--- config.mk ---
export PLATFORM = sky130hd
export DESIGN_NAME = f2h_status_tx_flat
export DESIGN_NICKNAME = d
export VERILOG_FILES = /design/src/rtl/f2h_status_tx_if.sv /design/src/rtl/f2h_status_tx.sv /design/src/flat_wrapper.sv
export SDC_FILE = /design/constraint.sdc
export NUM_CORES = 1
export LEC_CHECK = 0
export ABC_AREA = 1
export CORE_UTILIZATION = 28
export CTS_CLUSTER_SIZE = 20
export DETAILED_ROUTE_END_ITERATION = 7
export PLACE_DENSITY = 0.47
export SYNTH_ARGS = -nofsm -noshare
export SYNTH_HDL_FRONTEND = slang
export SYNTH_SLANG_ARGS = --single-unit
--- constraint.sdc ---
create_clock -name clk -period 3.34 [get_ports clk]
set_clock_uncertainty 0.05 [all_clocks]
set_input_delay 0.668 -clock clk [delete_from_list [all_inputs] [get_ports clk]]
set_output_delay 0.668 -clock clk [all_outputs]
set_load 0.05 [all_outputs]
--- src/rtl/f2h_status_tx_if.sv ---
// f2h_status_tx_if: MMIO link bundle between host and the status transmitter.
//  h2f_pio32  host command word, driven by the host (master)
//  h2f_write  host command strobe, one cycle per word
//  f2h_pio32  status snapshot, driven by the transmitter (slave)
//  f2h_write  one-cycle strobe qualifying f2h_pio32
interface f2h_status_tx_if;
    logic [31:0] h2f_pio32;
    logic        h2f_write;
    logic [31:0] f2h_pio32;
    logic        f2h_write;
    modport master (output h2f_pio32, h2f_write, input f2h_pio32, f2h_write);
    modport slave (input h2f_pio32, h2f_write, output f2h_pio32, f2h_write);
endinterface

--- src/rtl/f2h_status_tx.sv ---
// f2h_status_tx: turns level done flags into sticky events and pushes rate-limited status snapshots to the host.
//  clk, rst_n          single clock, asynchronous active-low reset
//  move_done..fetch_done, exec_done[27:0]   level done flags
//  bus (slave)         h2f command snoop (ACK/POLL opcodes only), f2h snapshot word + one-cycle strobe
module f2h_status_tx #(
    parameter int         HOLD_CYCLES = 16,
    parameter logic [3:0] ACK_OPCODE  = 4'hF,
    parameter logic [3:0] POLL_OPCODE = 4'hE
) (
    input  logic          clk,
    input  logic          rst_n,
    input  logic          move_done,
    input  logic          ldst_done,
    input  logic          cu_done,
    input  logic          fetch_done,
    input  logic [27:0]   exec_done,
    f2h_status_tx_if.slave bus
);
    localparam int CW = $clog2(HOLD_CYCLES + 1);
    localparam logic [0:0] IDLE = 1'b0;
    localparam logic [0:0] HOLD = 1'b1;
    logic [31:0]   in_vec;
    logic [31:0]   prev;
    logic [31:0]   sticky;
    logic [31:0]   rise;
    logic [31:0]   next_sticky;
    logic [31:0]   word_q;
    logic          write_q;
    logic          pending;
    logic [0:0]    state;
    logic [CW-1:0] cnt;
    logic          ack;
    logic          poll;
    logic          new_evt;
    logic          unused_arg_bits;
    assign in_vec          = {move_done, ldst_done, cu_done, fetch_done, exec_done};
    assign rise            = in_vec & ~prev;
    assign ack             = bus.h2f_write && bus.h2f_pio32[31:28] == ACK_OPCODE;
    assign poll            = bus.h2f_write && bus.h2f_pio32[31:28] == POLL_OPCODE;
    // An edge arriving with ACK survives the clear.
    assign next_sticky     = (ack ? 32'h0 : sticky) | rise;
    // Only bits not already sticky count as news; re-rising a reported bit is silent.
    assign new_evt         = |(rise & ~sticky);
    // Command argument bits are don't-care for ACK and POLL.
    assign unused_arg_bits = ^bus.h2f_pio32[27:0];
    assign bus.f2h_pio32   = word_q;
    assign bus.f2h_write   = write_q;
    always_ff @(posedge clk or negedge rst_n) begin
        if (!rst_n) begin
            prev    <= '0;
            sticky  <= '0;
            word_q  <= '0;
            write_q <= 1'b0;
            pending <= 1'b0;
            cnt     <= '0;
            state   <= IDLE;
        end else begin
            prev   <= in_vec;
            sticky <= next_sticky;
            if (state == IDLE) begin
                if (pending) begin
                    word_q  <= next_sticky;
                    write_q <= 1'b1;
                    pending <= poll;
                    cnt     <= CW'(HOLD_CYCLES - 1);
                    state   <= HOLD;
                end else begin
                    pending <= new_evt | poll;
                end
            end else begin
                write_q <= 1'b0;
                pending <= pending | new_evt | poll;
                // The strobe cycle is not a hold cycle; count only the quiet cycles after it,
                // so the next strobe is at least HOLD_CYCLES+2 clocks later.
                if (!write_q) begin
                    if (cnt == '0)
                        state <= IDLE;
                    else
                        cnt <= cnt - 1'b1;
                end
            end
        end
    end
endmodule

--- src/flat_wrapper.sv ---
// flat-port wrapper written by rule: the top's interface ports become plain ports
module f2h_status_tx_flat 
#(
    parameter int         HOLD_CYCLES = 16,
    parameter logic [3:0] ACK_OPCODE  = 4'hF,
    parameter logic [3:0] POLL_OPCODE = 4'hE
)
  (clk, rst_n, move_done, ldst_done, cu_done, fetch_done, exec_done, bus_h2f_pio32, bus_h2f_write, bus_f2h_pio32, bus_f2h_write);
  f2h_status_tx_if bus_i ();
  input  logic clk;
  input  logic rst_n;
  input  logic move_done;
  input  logic ldst_done;
  input  logic cu_done;
  input  logic fetch_done;
  input  logic [27:0] exec_done;
  input wire logic [$bits(bus_i.h2f_pio32)-1:0] bus_h2f_pio32;
  input wire logic [$bits(bus_i.h2f_write)-1:0] bus_h2f_write;
  output wire logic [$bits(bus_i.f2h_pio32)-1:0] bus_f2h_pio32;
  output wire logic [$bits(bus_i.f2h_write)-1:0] bus_f2h_write;
  assign bus_i.h2f_pio32 = bus_h2f_pio32;
  assign bus_i.h2f_write = bus_h2f_write;
  assign bus_f2h_pio32 = bus_i.f2h_pio32;
  assign bus_f2h_write = bus_i.f2h_write;
  f2h_status_tx #(.HOLD_CYCLES(HOLD_CYCLES), .ACK_OPCODE(ACK_OPCODE), .POLL_OPCODE(POLL_OPCODE)) u_core (.clk(clk), .rst_n(rst_n), .move_done(move_done), .ldst_done(ldst_done), .cu_done(cu_done), .fetch_done(fetch_done), .exec_done(exec_done), .bus(bus_i));
endmodule
* Yosys cells after proc, flatten, opt, wreduce, memory -nomap -nowiden
Cells that the tools add are included.
** Cells by class
- Equality and inequality tests :: 4
- Multiplexer cells :: 13
- Bitwise logic cells :: 9
- Add/subtract/negate cells :: 1
- Reduce and logical (&&, ||, !) cells :: 7
** Operator list (count)
- bitwise AND 32 bit :: 2
- inverter 32 bit :: 2
- 2-to-1 mux 32 bit :: 1
- bitwise OR 32 bit :: 1
- OR reduction 32 bit :: 1
- 2-to-1 mux 5 bit :: 4
- equality test 4 bit (second input constant) :: 2
- 2-to-1 mux 1 bit :: 8
- logical NOT 5 bit :: 1
- subtractor 5 x 1 -> 5 bit (second input constant) :: 1
- != test 2 bit (second input constant) :: 2
- bitwise OR 1 bit :: 3
- AND reduction 3 bit :: 1
- logical AND 1 bit :: 2
- AND reduction 2 bit :: 1
- nonzero test 2 bit :: 1
- inverter 1 bit :: 1
** Word-level totals
- Output and inout bits :: 33
- Input port bits :: 67
- Register bits after elaboration :: 104

* Logic depth before layout (Yosys ltp)
- Depth after elaboration :: 7
- Mapped depth :: 9
- Mapped depth without buffers :: 9

* Least setup slack after synthesis
OpenSTA, ideal clock, no wires.
- Kind :: input-to-reg
- Start point :: in bus_h2f_pio32[30]
- End point :: reg u_core.word_q[27], in the netlist u_core.bus.f2h_pio32[27]
- Arrival :: 1.331 ns
- Path buffers :: 1
- Required time :: 3.172 ns
- Slack :: 1.841 ns
- Stages on the path :: 6
- Cell sequence :: nand2_2 nor3_4 buf_6 o22ai_2 nand2_1 nand2_1
** On the way
- Cells in the longest elaborated chain, start to end :: 4
** Ends and longest elaborated chain
- start, declared :: line flat_wrapper.sv:17 : input wire logic [$bits(bus_i.h2f_pio32)-1:0] bus_h2f_pio32;
- equality test 4 bit :: line f2h_status_tx.sv:38 : assign ack = bus.h2f_write && bus.h2f_pio32[31:28] == ACK_OPCODE;
- logical AND 1 bit :: line f2h_status_tx.sv:38
- 2-to-1 mux 32 bit :: line f2h_status_tx.sv:41 : assign next_sticky = (ack ? 32'h0 : sticky) | rise;
- bitwise OR 32 bit :: line f2h_status_tx.sv:41
- named net u_core.next_sticky[27] :: line f2h_status_tx.sv:26 : logic [31:0] next_sticky;
- end signal, assigned :: line f2h_status_tx.sv:62 : word_q <= next_sticky;
- end, declared :: line f2h_status_tx.sv:27 : logic [31:0] word_q;
The timed path passes the listed nets, and every way through them passes these cells.
A chain may end at the register's enable or synchronous reset.

* Worst setup path after layout
- Start point :: reg u_core.write_q, in the netlist u_core.bus.f2h_write
- End point :: out bus_f2h_write
** RTL lines
- start, declared :: line f2h_status_tx.sv:28 : logic write_q;
- start signal, assigned :: line f2h_status_tx.sv:53 : write_q <= 1'b0;
- start signal, assigned :: line f2h_status_tx.sv:63 : write_q <= 1'b1;
- start signal, assigned :: line f2h_status_tx.sv:71 : write_q <= 1'b0;
- end, declared :: line flat_wrapper.sv:20 : output wire logic [$bits(bus_i.f2h_write)-1:0] bus_f2h_write;
No word-level cell between the ends.

==> reports/results.ini <==
[yosys]
avgSynthCellArea_um2=9.411
synthAdderAreaFrac_pct=0.6112
ys_ff_latch=104
synthesis.area_um2=4094
synth_mux_area_share_pct=0
synth-simple-area-share_pct=21.30
synth_nets=504
yosysTopAreaCell=dfrtp_1
synthTopCellsByArea=dfrtp_1 (64%), nand2_1 (14%), inv_1 (6.4%)
synth_top_area_share_pct=63.57
yosys.area_share.xor_xnor_pct=0
synth_compound_area_share_pct=6.418
ys_warn_count=0
ys_types=22
syn_inst=435
synth_top_family_by_area=simple AND/OR/NAND/NOR gates
seq_area_frac_synth_pct=63.57

[global_routing]
gr-usage-all-layers_pct=13.21
overflow=0
grt_antenna_before_repair=0
grt_pass1_vias=3031
grt_pass1_wl_um=14920
grt_max_degree=60

[placement]
dp.final_hpwl_um=5746
port_buffers=71
place_congestion=0.6826
dp_slack_ns=0.9617

[clock_network]
root_buffer=clkbuf_16
clk_pin_slew_worst_paths_ns=0.07
cts_tree=built
cts_buffers=9
clk_latency_ns=0.35
postCtsHoldBufs=0
cts_post_setup_buffers_inserted=0
cts_resized=0
cts.path.max_buffers=2
numClockSinks=104
cts_max_level=3

[worst_setup_path]
worstPathArrival_ns=1.54
worstSetupPathType=flop to output pin
rr_endpoint=u_core.cnt[2]
crit_buf_inv=1
start_kind=flop
cp_cell_sequence=clkdlybuf4s50_1
cp.depth=1
timing.rr.start=u_core.pending
cpPeakStageDelay_ns=0.82
cp-startpoint=u_core.bus.f2h_write
cp-end-kind=output pin
crit_slowest_cell=clkdlybuf4s50_1
cp.required_ns=2.62
cpLargestDelayFamily=buffers and inverters
rrSetupSlack_ns=1.65
critPathMaxFanout=3
cp-endpoint=bus_f2h_write
reg2reg_depth=7

[sta]
rsz0062_at_grt=no
hold_ws_ns=0.3505
setup_tns_ns=0
period_minus_slack_ns=2.261
setup_viol=0
tightestPinTransition_ns=0.7901
min_period_over_period_pct=67.71
drv_slew=0
hold_viol_final=0
fmax_ghz=0.4422
fin_ws_ns=1.079
relSlewSlack_pct=47.33

[layout]
final_common_cell=nand2_1
fillers=1453
fin_nets=580
drive_above_1_share_pct=8.140
final_cell_mix=nand2_1 (148), dfrtp_1 (104), inv_1 (70), clkdlybuf4s50_1 (70), nand3_1 (31)
syn_to_final_growth_pct=30.04
diodes=0
final_core_util_pct=37.77

[routing]
vias_per_cell=4.249
drt-pass1-iter-count=4
ant_nets=0
wl_per_cell_um=12.80
route.detailed.drc=0
wl_um=8906
vias=2957
drtIter0Drc=137

[floorplan]
core_area_um2=14100
initial_utilization_pct=29.04
dieArea_um2=15110
rows=43
die_x_um=122.9
die_h_um=122.9
io_pins=100

[worst_hold_path]
worstHoldPathType=input port to asynchronous set/reset pin

[run_status]
outcome=finished, final reports clean

[power_and_ir_drop]
vdd_ir_drop_max_v=0.0004926
power_leakage_nw=2.695
finalPower_mw=4.700
powerDensity_nw_per_um2=882.9

[flow_run]
cap_violations=0

layout make-up:
type,count,area (um^2),area share [%]
sequential,104,2603,48.88
clock buffer,11,242.7,4.559
tap,180,225.2,4.230
multi-input combinational,250,1160,21.79
timing repair buffer,74,743.2,13.96
inverter,72,270.3,5.076
clock inverter,5,80.08,1.504
metal layers:
layer  up-vias  global-route usage, %  share of wire, %
met4         0                  6.402               2.0
li1       1479                      -                 -
met2        56                  20.65                45
met1      1410                  17.02                48
met5         -                      0                 0
met3        12                  3.413               4.7
where the power goes:
| group | internal, mW | switching, mW | total, mW |
|---|---|---|---|
| combinational | 0.599 | 1.26 | 1.86 |
| sequential | 1.55 | 0.150 | 1.70 |
| clock | 0.676 | 0.462 | 1.14 |
cells in the mapped netlist (all sizes together):
cell    instances
nor2           19
a21oi           3
o21ai          33
ha              2
clkbuf          1
buf             8
nand3          33
nand4           3
o22ai           3
nand2         150
dfrtp         104
inv            72
nor3            4
registers in the layout, summed over array words and instances (netlist names):
| name | count |
|---|---|
| u_core.prev | 32 |
| u_core.pending | 1 |
| u_core.state | 1 |
| u_core.bus.f2h_write | 1 |
| u_core.sticky | 32 |
| u_core.cnt | 5 |
| u_core.bus.f2h_pio32 | 32 |
per-stage QoR:
step / std cells / cell area, um^2
global placement: 680 / 5001
CTS: 696 / 5324
finish: 696 / 5324
floorplan: 435 / 4094
global route: 696 / 5324
detailed placement: 680 / 5001
worst min path at each step:
stage / endpoint / from / cells past startpoint
after global placement: u_core.bus.f2h_pio32[28] / u_core.bus.f2h_pio32[28] / 2
after detailed placement: u_core.bus.f2h_pio32[21] / u_core.bus.f2h_pio32[21] / 2
after global routing: u_core.sticky[7] / rst_n / 1
after CTS: u_core.sticky[7] / rst_n / 1
after floorplan: u_core.bus.f2h_pio32[0] / rst_n / 0
final: u_core.sticky[7] / rst_n / 1
cell families after synthesis:
family                     count (synthesis)
DFF                                      104
AOI/OAI and AO/OA                         39
buffers and inverters                     81
adders and majority gates                  2
and+or+nand+nor                          209
No activity file was read; power rests on OpenSTA's default activity.
